--- src/rtl/display_scan_mux_if.sv ---
// Bundle between a display controller and the scan multiplexer: frame inputs plus registered scan outputs.
interface display_scan_mux_if #(
    parameter int unsigned DIGITS = 4
);
    localparam int unsigned IDX_W = (DIGITS > 1) ? $clog2(DIGITS) : 1;

    logic                  enable;
    logic [4*DIGITS-1:0]   value;
    logic [DIGITS-1:0]     dp_in;
    logic                  blank_lz;
    logic [3:0]            nibble;
    logic [DIGITS-1:0]     an;
    logic                  dp;
    logic [IDX_W-1:0]      digit_idx;

    // Controller side: drives the value to show, observes the scan
    modport master (
        output enable, value, dp_in, blank_lz,
        input  nibble, an, dp, digit_idx
    );

    // Scan multiplexer side
    modport slave (
        input  enable, value, dp_in, blank_lz,
        output nibble, an, dp, digit_idx
    );
endinterface

--- src/rtl/display_scan_mux.sv ---
// Time-multiplexed scan driver for a common-anode multi-digit 7-segment display.
// Snapshots value/dp_in once per frame so a frame never tears.
module display_scan_mux #(
    parameter int unsigned DIGITS      = 4,
    parameter int unsigned REFRESH_DIV = 50000
) (
    input  logic                 clk,
    input  logic                 rst,
    display_scan_mux_if.slave    bus
);
    localparam int unsigned IDX_W = (DIGITS > 1) ? $clog2(DIGITS) : 1;
    localparam int unsigned DIV_W = (REFRESH_DIV > 1) ? $clog2(REFRESH_DIV) : 1;

    // ST_LOAD: no snapshot taken yet since reset, so outputs stay dark
    typedef enum logic {ST_LOAD, ST_SCAN} state_t;

    state_t                   state, state_nx;
    logic [DIV_W-1:0]         div_cnt, div_cnt_nx;
    logic [IDX_W-1:0]         idx, idx_nx;
    logic [DIGITS-1:0][3:0]   shadow_value, shadow_value_nx;
    logic [DIGITS-1:0]        shadow_dp, shadow_dp_nx;
    logic [3:0]               nibble, nibble_nx;
    logic [DIGITS-1:0]        an, an_nx;
    logic                     dp, dp_nx;

    logic [DIGITS-1:0]        blank_c;
    logic                     zero_run_c;
    logic                     div_tc_c;
    logic                     wrap_c;

    assign div_tc_c = (div_cnt == DIV_W'(REFRESH_DIV - 1));
    assign wrap_c   = div_tc_c && (idx == IDX_W'(DIGITS - 1));

    // Leading-zero mask: digit i blanks when every shadow nibble from the top down to i is zero
    always_comb begin
        blank_c    = '0;
        zero_run_c = bus.blank_lz;
        for (int i = DIGITS - 1; i >= 1; i--) begin
            zero_run_c = zero_run_c && (shadow_value[i] == 4'h0);
            blank_c[i] = zero_run_c;
        end
    end

    // Next-state and next-output logic
    always_comb begin
        state_nx        = state;
        div_cnt_nx      = div_cnt;
        idx_nx          = idx;
        shadow_value_nx = shadow_value;
        shadow_dp_nx    = shadow_dp;
        nibble_nx       = nibble;
        an_nx           = '1;
        dp_nx           = 1'b1;

        if (bus.enable) begin
            if (state == ST_LOAD) begin
                shadow_value_nx = bus.value;
                shadow_dp_nx    = bus.dp_in;
                state_nx        = ST_SCAN;
            end else begin
                nibble_nx = shadow_value[idx];
                if (!blank_c[idx]) begin
                    an_nx = ~(DIGITS'(1) << idx);
                    dp_nx = ~shadow_dp[idx];
                end
            end

            if (div_tc_c) begin
                div_cnt_nx = '0;
                if (wrap_c) begin
                    idx_nx          = '0;
                    shadow_value_nx = bus.value;
                    shadow_dp_nx    = bus.dp_in;
                end else begin
                    idx_nx = idx + IDX_W'(1);
                end
            end else begin
                div_cnt_nx = div_cnt + DIV_W'(1);
            end
        end
    end

    // State and output registers
    always_ff @(posedge clk) begin
        if (rst) begin
            state        <= ST_LOAD;
            div_cnt      <= '0;
            idx          <= '0;
            shadow_value <= '0;
            shadow_dp    <= '0;
            nibble       <= '0;
            an           <= '1;
            dp           <= 1'b1;
        end else begin
            state        <= state_nx;
            div_cnt      <= div_cnt_nx;
            idx          <= idx_nx;
            shadow_value <= shadow_value_nx;
            shadow_dp    <= shadow_dp_nx;
            nibble       <= nibble_nx;
            an           <= an_nx;
            dp           <= dp_nx;
        end
    end

    assign bus.nibble    = nibble;
    assign bus.an        = an;
    assign bus.dp        = dp;
    assign bus.digit_idx = idx;
endmodule

--- src/flat_wrapper.sv ---
// flat-port wrapper written by rule: the top's interface ports become plain ports
module display_scan_mux_flat 
#(
    parameter int unsigned DIGITS      = 4,
    parameter int unsigned REFRESH_DIV = 50000
)
  (clk, rst, bus_enable, bus_value, bus_dp_in, bus_blank_lz, bus_nibble, bus_an, bus_dp, bus_digit_idx);
  display_scan_mux_if #(.DIGITS(DIGITS)) bus_i ();
  input  logic clk;
  input  logic rst;
  input wire logic [$bits(bus_i.enable)-1:0] bus_enable;
  input wire logic [$bits(bus_i.value)-1:0] bus_value;
  input wire logic [$bits(bus_i.dp_in)-1:0] bus_dp_in;
  input wire logic [$bits(bus_i.blank_lz)-1:0] bus_blank_lz;
  output wire logic [$bits(bus_i.nibble)-1:0] bus_nibble;
  output wire logic [$bits(bus_i.an)-1:0] bus_an;
  output wire logic [$bits(bus_i.dp)-1:0] bus_dp;
  output wire logic [$bits(bus_i.digit_idx)-1:0] bus_digit_idx;
  assign bus_i.enable = bus_enable;
  assign bus_i.value = bus_value;
  assign bus_i.dp_in = bus_dp_in;
  assign bus_i.blank_lz = bus_blank_lz;
  assign bus_nibble = bus_i.nibble;
  assign bus_an = bus_i.an;
  assign bus_dp = bus_i.dp;
  assign bus_digit_idx = bus_i.digit_idx;
  display_scan_mux #(.DIGITS(DIGITS), .REFRESH_DIV(REFRESH_DIV)) u_core (.clk(clk), .rst(rst), .bus(bus_i));
endmodule
--- config.mk ---
export PLATFORM = sky130hd
export DESIGN_NAME = display_scan_mux_flat
export DESIGN_NICKNAME = d
export VERILOG_FILES = /design/src/rtl/display_scan_mux_if.sv /design/src/rtl/display_scan_mux.sv /design/src/flat_wrapper.sv
export SDC_FILE = /design/constraint.sdc
export NUM_CORES = 1
export LEC_CHECK = 0
export CORE_ASPECT_RATIO = 0.6
export CORE_MARGIN = 3
export CORE_UTILIZATION = 45
export CTS_CLUSTER_DIAMETER = 100
export CTS_CLUSTER_SIZE = 28
export DETAILED_ROUTE_END_ITERATION = 12
export HOLD_SLACK_MARGIN = 0.1
export PLACE_DENSITY = 0.7
export SYNTH_ARGS = -nofsm -noshare
export SYNTH_HDL_FRONTEND = slang
export SYNTH_SLANG_ARGS = --single-unit
--- constraint.sdc ---
create_clock -name clk -period 2.2 [get_ports clk]
set_clock_uncertainty 0.1 [all_clocks]
set_input_delay 0.22 -clock clk [delete_from_list [all_inputs] [get_ports clk]]
set_output_delay 0.22 -clock clk [all_outputs]
set_load 0.05 [all_outputs]
==> key figures, run 1 <==
Layout
  • Non-Filler Instances: 343
  • Ant diodes: 0
  • Area Overhead vs Synth: 25.3%
  • Share of cells above drive strength 1: 11.7%
  • Nets: 311
  • Final core occ: 62.5%

STA
  • Tmin final: 2000 ps
  • Period utilization: 91.0%
  • Setup violations, final: 0
  • Fmax: 0.500 GHz
  • RSZ-0062 raised after global routing: false
  • Setup TNS: 0 ps
  • Slew margin rel.: 60.3%
  • Fin. max-slew vios: 0
  • Hold Fails Final Rpt: 0
  • Worst slew pin tran: 594 ps

Floorplan
  • Core area: 4390 um^2
  • Initial Utilization: 49.9%
  • Die Area: 5770 um^2
  • Io pins: 35
  • Die height: 60.0 um
  • FP Rows: 18
  • Die W: 96.1 um

CTS
  • Worst-Skew Late Latency: 290 ps
  • CTS Hold Bufs: 0
  • CTS tree: built
  • Longest Clk Path Bufs: 2
  • CTS Buf Count: 5
  • Worst-path clk slew: 90 ps
  • H-tree Lvls: 2
  • Post-CTS setup buffers: 0
  • Root Buffer: clkbuf_8
  • # resized after CTS: 0
  • # clock sinks: 48

Placement
  • Gpl congestion: 0.998
  • Detail Placement HPWL: 3680 um
  • Cells after DPL: 335
  • IO buf count: 34

Synthesis
  • Cell Area, Synth: 2190 um^2
  • Synth warn: 0
  • Post-synthesis net count: 271
  • Syn Area/Cell: 9.05 um^2
  • Post-synthesis sequential area ratio: 43.9%
  • Synth Instances: 242
  • Yosys cell types: 31
  • Yosys reg bits: 48

Detailed routing
  • Routed len/inst: 14.5 um
  • DR iter-0 viols: 141
  • DRT antenna net count: 0
  • Drt via density: 5.51
  • TritonRoute pass-1 iters: 4
  • Via count: 1,890
  • Routed WL: 4970 um
  • DRC: 0

Power
  • Max VDD drop: 353 uV
  • Leak: 0.935 nW
  • P per Cell Area: 627 nW/um^2

Critical path
  • RR Endpoint: u_core.shadow_value[9]
  • Worst r2r src: u_core.div_cnt[10]
  • Required @ worst endpoint: 2280 ps
  • Flop-to-flop setup slack: 200 ps
  • Worst path max stage delay: 570 ps
  • CP Launch Type: register
  • Worst path slowest cell: or4_4
  • Crit path cell chain: or4_4 -> o41a_1 -> buf_4 -> o21ai_1 -> a21oi_1
  • Crit path DAT: 2080 ps
  • Worst Setup End Kind: register
  • R2r worst-path depth: 5
  • WS Path Type: register to register
  • Crit-path max FO: 20

Global route
  • Total GRT Usage: 18.7%
  • Largest net degree at the start of global routing: 28
  • Vias in the first global route: 1,692
  • Total grt overflow: 0
  • First-pass GRT wire length: 8230 um
  • Initial antenna violation count: 0

Hold path
  • WHS Path Cells: 2
  • Hold_sp: u_core.bus.nibble[3]
  • Hold WC Path Type: register to register
  • WHS Endpoint: u_core.bus.nibble[3]

Run status
  • Status: finished, final reports clean

Flow run
  • Max cap viols: 0
==> cells in the final DEF, fill, tap and decap left out, drive strengths merged <==
cell type / synthesis / layout
or2: 1 / 1
ha: 5 / 5
clkdlybuf4s50: 0 / 33
xor2: 4 / 4
and3: 1 / 1
mux4: 5 / 5
nand4b: 2 / 2
dfxtp: 48 / 48
nand2: 16 / 16
clkinv: 0 / 1
nand4: 8 / 8
nor4: 9 / 9
nor3: 4 / 4
nand3: 27 / 27
bufinv: 0 / 1
o31a: 1 / 1
buf: 11 / 18
xnor2: 10 / 10
mux2i: 3 / 3
nand4bb: 1 / 1
nor3b: 1 / 1
o21ai: 20 / 20
nor2: 22 / 22
a21oi: 27 / 27
nor4b: 1 / 1
clkbuf: 7 / 6
inv: 4 / 4
or4: 2 / 2
o41a: 1 / 1
o41ai: 1 / 1
==> cell type report <==
type | count | area, um^2
Clock buffer | 6 | 72.6
Fill cell | 376 | 1650
Inverter | 4 | 15.0
Sequential cell | 48 | 961
Clock inverter | 2 | 35.0
Tap cell | 60 | 75.1
Timing Repair Buffer | 51 | 478
Multi-Input combinational cell | 172 | 1110
==> per-layer routing <==
| layer | part of all wire [%] | global-route usage (%) | vias up |
|---|---|---|---|
| li1 | - | - | 947 |
| met1 | 52 | 30.1 | 857 |
| met2 | 38 | 23.3 | 82 |
| met3 | 9.8 | 5.91 | 4 |
| met4 | 0.70 | 3.85 | 0 |
| met5 | 0 | 0 | - |
==> per-stage QoR <==
step / setup WS (ps) / hold WS [ps] / instance area, um^2 / power, mW
after floorplan: 189 / 280 / 2190 / 1.04
after global placement: 245 / 347 / 2640 / 1.11
after detailed placement: 229 / 349 / 2640 / 1.11
after CTS: 204 / 361 / 2740 / 1.73
after global routing: 74.8 / 389 / 2740 / 1.79
final: 199 / 359 / 2740 / 1.72
==> worst max path at each step <==
stage | start | to | slack [ps] | cells after the start
detailed placement | u_core.div_cnt[10] | u_core.shadow_value[9] | 230 | 5
global route | u_core.div_cnt[0] | u_core.bus.digit_idx[0] | 70 | 7
finish | u_core.div_cnt[10] | u_core.shadow_value[9] | 200 | 5
global placement | bus_enable | u_core.shadow_value[9] | 240 | 5
floorplan | u_core.bus.digit_idx[0] | u_core.bus.nibble[3] | 190 | 4
CTS | u_core.div_cnt[10] | u_core.shadow_value[9] | 200 | 5
==> registers in the layout (all words and copies together), names as in the netlist <==
register,flops
u_core.bus.an,4
u_core.bus.digit_idx,2
u_core.bus.dp,1
u_core.bus.nibble,4
u_core.div_cnt,16
u_core.shadow_dp,4
u_core.shadow_value,16
u_core.state,1
==> critical path: cells and delay by family (launching register included) <==
kind,cells,cell delay [ps]
AOI/OAI and AO/OA,3,650
buffers and inverters,1,210
DFF,1,360
and+or+nand+nor,1,570
==> cell families after synthesis <==
group | share of synthesized area, %
flops | 43.9
fa+ha+maj | 2.86
simple gates | 22.6
buf+inv | 6.11
compound gates | 12.4
xor+xnor | 5.60
mux | 6.51
==> report_power, final <==
| group | switching (mW) | internal, mW | total [mW] |
|---|---|---|---|
| Sequential | 0.0234 | 0.896 | 0.919 |
| Clock | 0.286 | 0.338 | 0.624 |
| Combinational | 0.0860 | 0.0911 | 0.177 |
| Total | 0.395 | 1.32 | 1.72 |
==> synth_stat cells <==
| master | number | area [um^2] |
|---|---|---|
| nand4bb_1 | 1 | 11.3 |
| inv_1 | 4 | 15.0 |
| mux2i_1 | 3 | 30.0 |
| buf_2 | 2 | 10.0 |
| nor4_1 | 8 | 50.1 |
| o41a_1 | 1 | 11.3 |
| nor3_1 | 4 | 20.0 |
| nand4b_1 | 2 | 17.5 |
| o21ai_1 | 20 | 100 |
| buf_4 | 5 | 37.5 |
| nand2_1 | 16 | 60.1 |
| dfxtp_1 | 48 | 961 |
| xor2_1 | 4 | 35.0 |
| nand4_1 | 8 | 50.1 |
| or4_4 | 1 | 11.3 |
| nand3_1 | 27 | 135 |
| or2_1 | 1 | 6.26 |
| nor4_4 | 1 | 21.3 |
| a21oi_1 | 27 | 135 |
| xnor2_1 | 10 | 87.6 |
| nor3b_1 | 1 | 7.51 |
| nor4b_1 | 1 | 8.76 |
| buf_6 | 4 | 45.0 |
| o31a_1 | 1 | 8.76 |
| o41ai_2 | 1 | 16.3 |
| ha_1 | 5 | 62.6 |
| nor2_1 | 22 | 82.6 |
| or4_1 | 1 | 7.51 |
| clkbuf_1 | 7 | 26.3 |
| mux4_2 | 5 | 113 |
| and3_1 | 1 | 6.26 |
Note: power is estimated with default switching activity, not from simulation.
==> run 2: changes to the inputs <==
ABC_AREA = 1   (was default)
==> run 2 against run 1 <==
Die area up 2.8%. Cell area up 0.91%. Count of clock-buffer cells in the layout unchanged. Non-clock buffer count down 13. Critical path depth down 4. Sequential share of layout area down 0.32 points. First-iteration DRC count up 7.1%. Cell count up 22%. Clock power up 6.6%. Global-route usage down 0.46 points. Combinational power up 23%. Critical path type is now register to output port. Critical endpoint is now bus_digit_idx[0].
==> key figures, run 2 <==
Synthesis
  • Synth cell count leaders: nor2_1 (68), nand2_1 (64), dfxtp_1 (48)
  • Post-synthesis sequential area ratio: 42.6%
  • Prevailing post-synth register cell: dfxtp_1
  • Cell Area, Synth: 2260 um^2
  • Yosys reg bits: 48
  • Yosys cell types: 34
  • Leading post-synthesis cells by cell area: dfxtp_1 (43%), nor2_1 (11%), nand2_1 (11%)
  • Synth Instances: 318
  • Post-synth EDFFs: 0
  • Synth area leader: dfxtp_1
  • Most frequent cell after synthesis: nor2_1
  • Post-synthesis async set-or-reset flop share: 0%
  • Post-synthesis net count: 347
  • Synth warn: 0
  • Syn Area/Cell: 7.09 um^2
  • Synth top area share: 42.6%

Critical path
  • WS Path Type: register to output port
  • Crit path max-delay family: buffers and inverters
  • R2r worst-path depth: 10
  • Crit-path max FO: 12
  • Flop-to-flop setup slack: 300 ps
  • Crit path DAT: 1790 ps
  • Required @ worst endpoint: 1880 ps
  • Worst path slowest cell: clkdlybuf4s50_1
  • CP Launch Type: register
  • Worst Setup End Kind: output port
  • Worst path max stage delay: 890 ps
  • Worst Path Buf+Inv: 1
  • Worst r2r src: u_core.div_cnt[0]
  • Crit path cell chain: clkdlybuf4s50_1
  • RR Endpoint: u_core.div_cnt[8]

Floorplan
  • Initial Utilization: 47.9%
  • Die Area: 5930 um^2
  • Die height: 60.8 um
  • Io pins: 35
  • Core area: 4710 um^2
  • Die W: 97.4 um
  • FP Rows: 19

Layout
  • Biggest regs: u_core.div_cnt (16), u_core.shadow_value (16)
  • Ant diodes: 0
  • Nets: 382
  • Most frequent cells in the layout: nor2_1 (68), nand2_1 (64), dfxtp_1 (48)
  • Area Overhead vs Synth: 22.7%
  • Area occupied by multi-input gates: 1120 um^2
  • Final instance area: 2770 um^2
  • Seq. cell area: 961 um^2
  • Most common library cell in the layout ignoring fill and taps: nor2_1
  • # fillers: 450
  • Share of cells above drive strength 1: 5.93%

STA
  • Setup TNS: 0 ps
  • Worst slew pin tran: 507 ps
  • Slew margin rel.: 66.1%
  • Hold Fails Final Rpt: 0
  • Fmax: 0.474 GHz
  • RSZ-0062 raised after global routing: false
  • Fin. max-slew vios: 0
  • Setup violations, final: 0
  • Tmin final: 2110 ps
  • Period utilization: 95.9%

CTS
  • Worst-path clk slew: 90 ps
  • Post-CTS setup buffers: 0
  • Longest Clk Path Bufs: 2
  • # clock sinks: 48
  • CTS Buf Count: 5
  • H-tree Lvls: 2
  • Worst-Skew Late Latency: 290 ps
  • # resized after CTS: 0
  • CTS Hold Bufs: 0
  • CTS tree: built
  • Root Buffer: clkbuf_8

Power
  • Max VDD drop: 299 uV
  • Total chip power: 1.81 mW
  • Leak: 1.19 nW
  • P per Cell Area: 656 nW/um^2

Placement
  • Gpl congestion: 0.932
  • Detail Placement HPWL: 3920 um
  • Placed Area: 2650 um^2
  • IO buf count: 34

Global route
  • Total grt overflow: 0
  • Total GRT Usage: 18.2%
  • Largest net degree at the start of global routing: 23
  • Initial antenna violation count: 0
  • First-pass GRT wire length: 8490 um
  • Vias in the first global route: 1,715

Detailed routing
  • DRT antenna net count: 0
  • DRC: 0
  • DR iter-0 viols: 151
  • Routed WL: 5220 um
  • Routed len/inst: 12.5 um
  • Drt via density: 4.92
  • TritonRoute pass-1 iters: 4
  • Via count: 2,053

Hold path
  • WHS Endpoint: u_core.shadow_value[8]
  • WHS Path Cells: 3
  • Hold WC Path Type: input port to register
  • Hold_sp: bus_value[8]

Flow run
  • Max cap viols: 0

Run status
  • Status: finished, final reports clean
==> run 2: changes by cell type in the layout (fill, tap and decap cells not counted), sizes merged, moves of 10 or more <==
| cell | before | now |
|---|---|---|
| nand3b | 0 | 10 |
| nand3 | 27 | 12 |
| nand2 | 16 | 67 |
| buf | 18 | 4 |
| nor2 | 22 | 69 |
| inv | 4 | 30 |
==> run 2: layout make-up <==
class | instances | area share, %
clock buffer | 6 | 2.98
clock inverter | 2 | 1.40
inverter | 32 | 4.34
multi-input combinational | 228 | 40.3
sequential | 48 | 34.7
tap | 63 | 2.85
timing repair buffer | 38 | 13.4
==> run 2: how the worst max path moves through the flow <==
stage | from | end | cells past startpoint
6_report | u_core.bus.digit_idx[0] | bus_digit_idx[0] | 1
5_1_grt | u_core.bus.digit_idx[0] | bus_digit_idx[0] | 1
4_1_cts | u_core.bus.digit_idx[0] | bus_digit_idx[0] | 1
3_5_place_dp | bus_enable | u_core.div_cnt[7] | 7
3_3_place_gp | bus_enable | u_core.div_cnt[8] | 8
2_1_floorplan | u_core.bus.digit_idx[0] | u_core.bus.digit_idx[1] | 6
==> run 2: power breakdown <==
part           total [mW]  switching, mW  internal [mW]  leakage [nW]
clock               0.665          0.293          0.372        0.0614
combinational       0.218          0.121         0.0969         0.731
sequential          0.931         0.0237          0.907         0.393
total                1.81          0.439           1.38          1.19
==> run 2: kinds of logic (layout without fill, tap and decap cells) <==
| family | Yosys count | count (layout) | share of synthesized area [%] |
|---|---|---|---|
| AND/OR/NAND/NOR | 171 | 171 | 33.5 |
| AO/OA/AOI/OAI | 49 | 49 | 12.0 |
| flip-flops | 48 | 48 | 42.6 |
| buffers and inverters | 42 | 78 | 7.93 |
| adder cells (fa/ha/maj) | 5 | 5 | 2.77 |
| XOR/XNOR | 3 | 3 | 1.16 |
==> run 2: worst reg2reg max path, stage by stage (launching register included) <==
cell     delay (ps)
dfxtp_1         380
ha_1            220
nand2_1          80
inv_2            70
nand2_1          60
nor2_2          140
nand3_1         180
nand2_2         250
inv_1           170
nand2_1         100
a21oi_1          40
==> run 2: through the flow <==
step,hold slack [ps],utilization (%),cells,worst slack [ps]
global placement,356,56.2,409,228
CTS,393,58.8,417,75.3
detailed placement,379,56.2,409,158
floorplan,192,-,318,324
global route,398,58.8,417,31.8
finish,400,58.8,417,91.0
==> run 2: metal layers <==
layer | track usage [%] | part of all wire (%)
met1 | 29.2 | 56
met2 | 24.2 | 37
met3 | 4.36 | 6.1
met4 | 3.55 | 0.40
met5 | 0 | 0
